### src/rtl/gesture_servo_sequencer_if.sv
// Gesture/servo bus between the classifier side and the servo sequencer.
// The sequencer takes the slave modport; whoever supplies gestures takes the master.
interface gesture_servo_sequencer_if #(
    parameter int unsigned N_CH = 5
);
    logic [7:0]      gesture;
    logic [N_CH-1:0] pwm_out;
    logic            frame_start;
    logic            busy;
    logic [7:0]      active_gesture;

    modport master (
        output gesture,
        input  pwm_out,
        input  frame_start,
        input  busy,
        input  active_gesture
    );

    modport slave (
        input  gesture,
        output pwm_out,
        output frame_start,
        output busy,
        output active_gesture
    );
endinterface

### src/rtl/gesture_servo_sequencer.sv
// Debounces classifier gestures over PWM frames, slew-limits every finger servo
// toward its table target and drives all servo PWM outputs from one frame counter.
module gesture_servo_sequencer #(
    parameter int unsigned N_CH          = 5,
    parameter int unsigned CLK_HZ        = 50_000_000,
    parameter int unsigned PERIOD_US     = 20000,
    parameter int unsigned W_MIN_US      = 1000,
    parameter int unsigned W_MAX_US      = 2000,
    parameter int unsigned MID_US        = 1500,
    parameter int unsigned STEP_US       = 10,
    parameter int unsigned STABLE_FRAMES = 3
) (
    input  logic                     clk,
    input  logic                     rst,
    gesture_servo_sequencer_if.slave bus
);
    localparam int unsigned US_DIV = CLK_HZ / 1_000_000;
    localparam int unsigned US_W   = (US_DIV > 1) ? $clog2(US_DIV) : 1;
    localparam int unsigned FR_W   = (PERIOD_US > 1) ? $clog2(PERIOD_US) : 1;
    localparam int unsigned CNT_W  = (STABLE_FRAMES > 1) ? $clog2(STABLE_FRAMES) : 1;

    localparam logic [15:0]        MID_W   = 16'(MID_US);
    localparam logic [15:0]        LOW_W   = 16'(MID_US - 100);
    localparam logic [15:0]        W_MIN_W = 16'(W_MIN_US);
    localparam logic [15:0]        W_MAX_W = 16'(W_MAX_US);
    localparam logic [15:0]        STEP_W  = 16'(STEP_US);
    localparam logic signed [16:0] STEP_S  = 17'(STEP_US);
    localparam logic [CNT_W-1:0]   CNT_TOP = CNT_W'(STABLE_FRAMES - 1);

    logic [US_W-1:0]  r_us_cnt;
    logic [FR_W-1:0]  r_frame_us;
    logic             r_frame_start;
    logic [7:0]       r_cand;
    logic [CNT_W-1:0] r_cnt;
    logic [7:0]       r_active;
    logic [15:0]      r_cur [N_CH];
    logic [N_CH-1:0]  r_pwm;
    logic             r_busy;

    logic               w_us_tick;
    logic               w_boundary;
    logic [7:0]         w_cand_nxt;
    logic [CNT_W-1:0]   w_cnt_nxt;
    logic [7:0]         w_active_nxt;
    logic [15:0]        w_raw     [N_CH];
    logic [15:0]        w_tgt     [N_CH];
    logic signed [16:0] w_diff    [N_CH];
    logic [15:0]        w_cur_nxt [N_CH];
    logic [N_CH-1:0]    w_pwm_nxt;
    logic               w_busy_nxt;

    assign w_us_tick  = (r_us_cnt == US_W'(US_DIV - 1));
    assign w_boundary = w_us_tick && (r_frame_us == FR_W'(PERIOD_US - 1));

    // Debouncer: a code must be seen on STABLE_FRAMES consecutive boundaries
    always_comb begin
        w_cand_nxt   = r_cand;
        w_cnt_nxt    = r_cnt;
        w_active_nxt = r_active;
        if (w_boundary) begin
            if (bus.gesture == r_cand) begin
                w_cnt_nxt = (r_cnt == CNT_TOP) ? r_cnt : r_cnt + CNT_W'(1);
                if (w_cnt_nxt == CNT_TOP) begin
                    w_active_nxt = r_cand;
                end
            end else begin
                w_cand_nxt = bus.gesture;
                w_cnt_nxt  = '0;
                if (STABLE_FRAMES == 1) begin
                    w_active_nxt = bus.gesture;
                end
            end
        end
    end

    // Gesture table, clamped into the legal pulse range
    always_comb begin
        for (int ch = 0; ch < int'(N_CH); ch++) begin
            case (r_active)
                8'h01:   w_raw[ch] = MID_W;
                8'h02:   w_raw[ch] = LOW_W;
                8'h04:   w_raw[ch] = W_MAX_W;
                8'h08:   w_raw[ch] = W_MIN_W;
                8'h10:   w_raw[ch] = (ch == 1) ? W_MIN_W : W_MAX_W;
                default: w_raw[ch] = MID_W;
            endcase
            if (w_raw[ch] < W_MIN_W) begin
                w_tgt[ch] = W_MIN_W;
            end else if (w_raw[ch] > W_MAX_W) begin
                w_tgt[ch] = W_MAX_W;
            end else begin
                w_tgt[ch] = w_raw[ch];
            end
        end
    end

    // Slew limiter, PWM compare and busy flag per channel
    always_comb begin
        w_pwm_nxt  = '0;
        w_busy_nxt = 1'b0;
        for (int ch = 0; ch < int'(N_CH); ch++) begin
            w_diff[ch] = $signed({1'b0, w_tgt[ch]}) - $signed({1'b0, r_cur[ch]});
            if (w_diff[ch] > STEP_S) begin
                w_cur_nxt[ch] = r_cur[ch] + STEP_W;
            end else if (w_diff[ch] < -STEP_S) begin
                w_cur_nxt[ch] = r_cur[ch] - STEP_W;
            end else begin
                w_cur_nxt[ch] = w_tgt[ch];
            end
            if (r_cur[ch] != w_tgt[ch]) begin
                w_busy_nxt = 1'b1;
            end
            w_pwm_nxt[ch] = (32'(r_frame_us) < 32'(r_cur[ch]));
        end
    end

    // Widths only change on the boundary edge, so no frame sees a partial update
    always_ff @(posedge clk or posedge rst) begin
        if (rst) begin
            r_us_cnt      <= '0;
            r_frame_us    <= '0;
            r_frame_start <= 1'b0;
            r_cand        <= 8'h01;
            r_cnt         <= '0;
            r_active      <= 8'h01;
            r_pwm         <= '0;
            r_busy        <= 1'b0;
            for (int ch = 0; ch < int'(N_CH); ch++) begin
                r_cur[ch] <= MID_W;
            end
        end else begin
            r_us_cnt <= w_us_tick ? '0 : r_us_cnt + US_W'(1);
            if (w_us_tick) begin
                r_frame_us <= (r_frame_us == FR_W'(PERIOD_US - 1)) ? '0 : r_frame_us + FR_W'(1);
            end
            r_frame_start <= w_boundary;
            r_cand        <= w_cand_nxt;
            r_cnt         <= w_cnt_nxt;
            r_active      <= w_active_nxt;
            r_pwm         <= w_pwm_nxt;
            r_busy        <= w_busy_nxt;
            if (w_boundary) begin
                for (int ch = 0; ch < int'(N_CH); ch++) begin
                    r_cur[ch] <= w_cur_nxt[ch];
                end
            end
        end
    end

    assign bus.pwm_out        = r_pwm;
    assign bus.frame_start    = r_frame_start;
    assign bus.busy           = r_busy;
    assign bus.active_gesture = r_active;
endmodule

### src/flat_wrapper.sv
// flat-port wrapper written by rule: the top's interface ports become plain ports
module gesture_servo_sequencer_flat 
#(
    parameter int unsigned N_CH          = 5,
    parameter int unsigned CLK_HZ        = 50_000_000,
    parameter int unsigned PERIOD_US     = 20000,
    parameter int unsigned W_MIN_US      = 1000,
    parameter int unsigned W_MAX_US      = 2000,
    parameter int unsigned MID_US        = 1500,
    parameter int unsigned STEP_US       = 10,
    parameter int unsigned STABLE_FRAMES = 3
)
  (clk, rst, bus_gesture, bus_pwm_out, bus_frame_start, bus_busy, bus_active_gesture);
  gesture_servo_sequencer_if #(.N_CH(N_CH)) bus_i ();
  input  logic clk;
  input  logic rst;
  input wire logic [$bits(bus_i.gesture)-1:0] bus_gesture;
  output wire logic [$bits(bus_i.pwm_out)-1:0] bus_pwm_out;
  output wire logic [$bits(bus_i.frame_start)-1:0] bus_frame_start;
  output wire logic [$bits(bus_i.busy)-1:0] bus_busy;
  output wire logic [$bits(bus_i.active_gesture)-1:0] bus_active_gesture;
  assign bus_i.gesture = bus_gesture;
  assign bus_pwm_out = bus_i.pwm_out;
  assign bus_frame_start = bus_i.frame_start;
  assign bus_busy = bus_i.busy;
  assign bus_active_gesture = bus_i.active_gesture;
  gesture_servo_sequencer #(.N_CH(N_CH), .CLK_HZ(CLK_HZ), .PERIOD_US(PERIOD_US), .W_MIN_US(W_MIN_US), .W_MAX_US(W_MAX_US), .MID_US(MID_US), .STEP_US(STEP_US), .STABLE_FRAMES(STABLE_FRAMES)) u_core (.clk(clk), .rst(rst), .bus(bus_i));
endmodule
### config.mk
export PLATFORM = sky130hd
export DESIGN_NAME = gesture_servo_sequencer_flat
export DESIGN_NICKNAME = d
export VERILOG_FILES = /design/src/rtl/gesture_servo_sequencer_if.sv /design/src/rtl/gesture_servo_sequencer.sv /design/src/flat_wrapper.sv
export SDC_FILE = /design/constraint.sdc
export NUM_CORES = 1
export LEC_CHECK = 0
export BUFFER_PORTS_ARGS = -buffer_cell sky130_fd_sc_hd__clkbuf_2
export CAP_MARGIN = 20
export CORE_MARGIN = 2
export CORE_UTILIZATION = 50
export CTS_CLUSTER_DIAMETER = 80
export DETAILED_ROUTE_END_ITERATION = 7
export PLACE_DENSITY = 0.65
export SYNTH_ARGS = -nofsm -noshare
export SYNTH_HDL_FRONTEND = slang
export SYNTH_SLANG_ARGS = --single-unit
### constraint.sdc
create_clock -name clk -period 10.3 [get_ports clk]
set_clock_uncertainty 0.1 [all_clocks]
set_input_delay 1.03 -clock clk [delete_from_list [all_inputs] [get_ports clk]]
set_output_delay 1.03 -clock clk [all_outputs]
set_load 0.05 [all_outputs]
==> impl_metrics.tcl <==
set metrics [dict create \
    outcome "complete, no violations" \
    synthXorXnorAreaFrac_pct 5.86 \
    r2r_end "u_core.r_cur[4]" \
    numPortBuffers 24 \
    yosysWarnings 0 \
    seq_area_frac_synth_pct 23.4 \
    reg2reg_from "u_core.bus.active_gesture[7]" \
    drive_gt1_share_pct 8.91 \
    fmax_ghz 0.161 \
    hp-class "reg2reg" \
    fin_tns_setup_ns 0 \
    synth_seq_cells 121 \
    ant_nets 0 \
    routed_wl_um 39400 \
    grt_pass1_vias 12000 \
    power_leakage_nw 5.65 \
    cts_tree "yes" \
    synth_edf_count 0 \
    clk_pin_slew_worst_paths_ns 0.07 \
    min_to "u_core.r_cnt[1]" \
    ios 25 \
    die_area_um2 27600 \
    avgRoutedWirePerCell_um 20.1 \
    drt_first_iter_violations 1291 \
    yosys-top-cells-count "137 x ha_1, 127 x nor2_1, 117 x nand2_1, 106 x inv_1, 101 x o21ai_0" \
    critPathRequiredTime_ns 10.57 \
    dp.cells 1931 \
    crit_chain "nor4_1 -> nand2b_1 -> nor4b_1 -> buf_4 -> inv_1 -> nand2_1 -> inv_1 -> ha_1 -> nand2b_1 -> a21oi_1 -> o311ai_0 -> o21ai_0 -> nor4b_1 -> nand4_1 -> and2_1 -> o21ai_0 -> a221o_1" \
    synthAdderAreaFrac_pct 13.8 \
    crit_fanout 18 \
    yosys.area.top_type_share_pct 16.0 \
    vias_per_cell 6.51 \
    max_slew.worst_pin.slew_ns 0.958 \
    synth_area_leader_cell "dfrtp_1" \
    p_total_mw 1.07 \
    rows 59 \
    r2r_cells 17 \
    start_util_pct 50.8 \
    async_flop_share_pct 100 \
    powerDensity_nw_per_um2 76.8 \
    drc 0 \
    root_buffer "clkbuf_16" \
    post_cts_buffers 0 \
    critPathCaptureType "register" \
    yosysMostFrequentCell "ha_1" \
    htreeDepth 4 \
    startpoint_type "register" \
    min_period_over_period_pct 60.5 \
    grt_pass1_wl_um 63900 \
    rrSetupSlack_ns 4.07 \
    layout.nets 1767 \
    synthTopCellsByArea "dfrtp_1 16%, ha_1 13%, dfstp_2 7.4%, o21ai_0 3.8%, a21oi_1 3.7%" \
    grt_overflow 0 \
    ir_drop_uv 94.4 \
    critPathArrivalTime_ns 6.50 \
    period_needed_ns 6.23 \
    yosys.area_share.simple_pct 23.3 \
    gp_congestion 0.936 \
    grt_antenna_before_repair 1 \
    fp.dieH_um 166 \
    max_slew_margin_pct 36.1 \
    die_w_um 166 \
    holdBufCountCts 0 \
    hold_depth 1 \
    ys_types 96 \
    critPathSlowestCell "nand4_1" \
    netlist_area_um2 13200 \
    synth_top_family_by_area "compound AO/OA/AOI/OAI gates" \
    synth_ff_type "dfrtp_1" \
    dp_hpwl_um 28400 \
    cts.sinks 121 \
    syn_area_per_cell_um2 8.01 \
    drv_slew 0 \
    cts_resized 0 \
    vias 12800 \
    cts_made_buffers 17 \
    hold_slack_ns 0.378 \
    synth_compound_area_share_pct 24.9 \
    slowest_delay_ns 0.67 \
    clockBufferDepth 2 \
    synthToLayoutAreaGrowth_pct 5.97 \
    crit_type "reg2reg" \
    core_um2 25900 \
    setup_viol 0 \
    rsz0062_at_grt "false" \
    muxShareOfSynthArea_pct 2.90 \
    grt_max_degree 77 \
    drtPass1Iterations 5 \
    clk-insertion-delay-late_ns 0.43 \
    grt_usage_pct 28.3 \
    maxCapViolCount 0 \
    worstHoldStart "u_core.r_cnt[1]" \
    synth_cells 1641 \
    synth_nets 1793 \
    hold_violations 0 \
    instances_no_fill 1964 \
]
-- layer usage --
metal,track usage [%],part of all wire (%)
met5,0,0
met4,11.3,3.4
met3,4.17,6.1
met2,45.3,46
met1,38.5,44
-- through the flow --
step	instance area (um2)	utilization (%)	setup slack, ns
floorplan	13200	-	5.39
global placement	13400	51.7	4.41
detailed placement	13400	51.7	4.22
CTS	13900	53.8	4.17
global route	13900	53.8	3.48
finish	13900	53.8	4.07
-- state kept, by name, indices dropped and copies added, names as in the netlist --
signal and count:
u_core.r_us_cnt 6, u_core.bus.pwm_out 5, u_core.r_frame_us 15, u_core.r_cand 8
u_core.bus.busy 1, u_core.bus.frame_start 1, u_core.bus.active_gesture 8, u_core.r_cur 75
u_core.r_cnt 2
-- cell type report --
type	instances	area (um2)
fillers	2454	12000
multi-input cells	1334	9310
flip-flops and latches	121	3070
clock buffers	18	429
well taps	335	419
inverters	110	418
repair buffers	31	173
clock inverters	14	114
diodes	1	2.50
-- placed cells by master (no fill, tap or decap), types with 17 or more instances in the layout --
cell       netlist  routed
o211ai_1        23      23
xor2_1          35      35
xnor2_1         53      53
nand3_1         68      68
or3_1           29      29
a31oi_1         20      20
clkbuf_2         3      24
a21oi_1         98      98
ha_1           137     137
nor2_1         127     127
and3_1          20      20
nor4_1          41      41
o21a_1          39      39
a211oi_1        18      18
nand4_1         36      36
nand2b_1        27      27
dfstp_2         37      37
dfrtp_1         84      84
nand2_1        117     117
mux2i_1         19      19
o21ai_0        101     101
nor3_1          51      51
inv_1          106     105
clkbuf_16        0      17
-- worst max-delay path by stage --
stage | startpoint | end | slack, ns | cells past startpoint
after global routing | u_core.bus.active_gesture[7] | u_core.r_cur[8] | 3.48 | 17
after global placement | u_core.bus.active_gesture[7] | u_core.r_cur[37] | 4.41 | 17
final | u_core.bus.active_gesture[7] | u_core.r_cur[4] | 4.07 | 17
after detailed placement | u_core.bus.active_gesture[7] | u_core.r_cur[8] | 4.22 | 17
after floorplan | u_core.bus.active_gesture[7] | u_core.r_cur[21] | 5.39 | 19
after CTS | u_core.bus.active_gesture[7] | u_core.r_cur[4] | 4.17 | 17
-- logic make-up after synthesis --
family | count (synthesis)
compound gates | 477
xor+xnor | 88
fa+ha+maj | 142
buf+inv | 186
flops | 121
mux | 36
simple gates | 591
-- worst max-delay path, delay by kind of cell, from the launching register on --
family          cells  cell delay [ns]
compound gates      5             1.27
simple gates        8             2.99
buf+inv             3             0.93
fa+ha+maj           1             0.44
flops               1             0.40
-- power by group --
part,leakage [nW],internal (mW),switching [mW]
registers,1.53,0.476,0.00000545
logic,3.86,0.00228,0.0115
clock network,0.260,0.313,0.268
No activity file was read; power rests on OpenSTA's default activity.
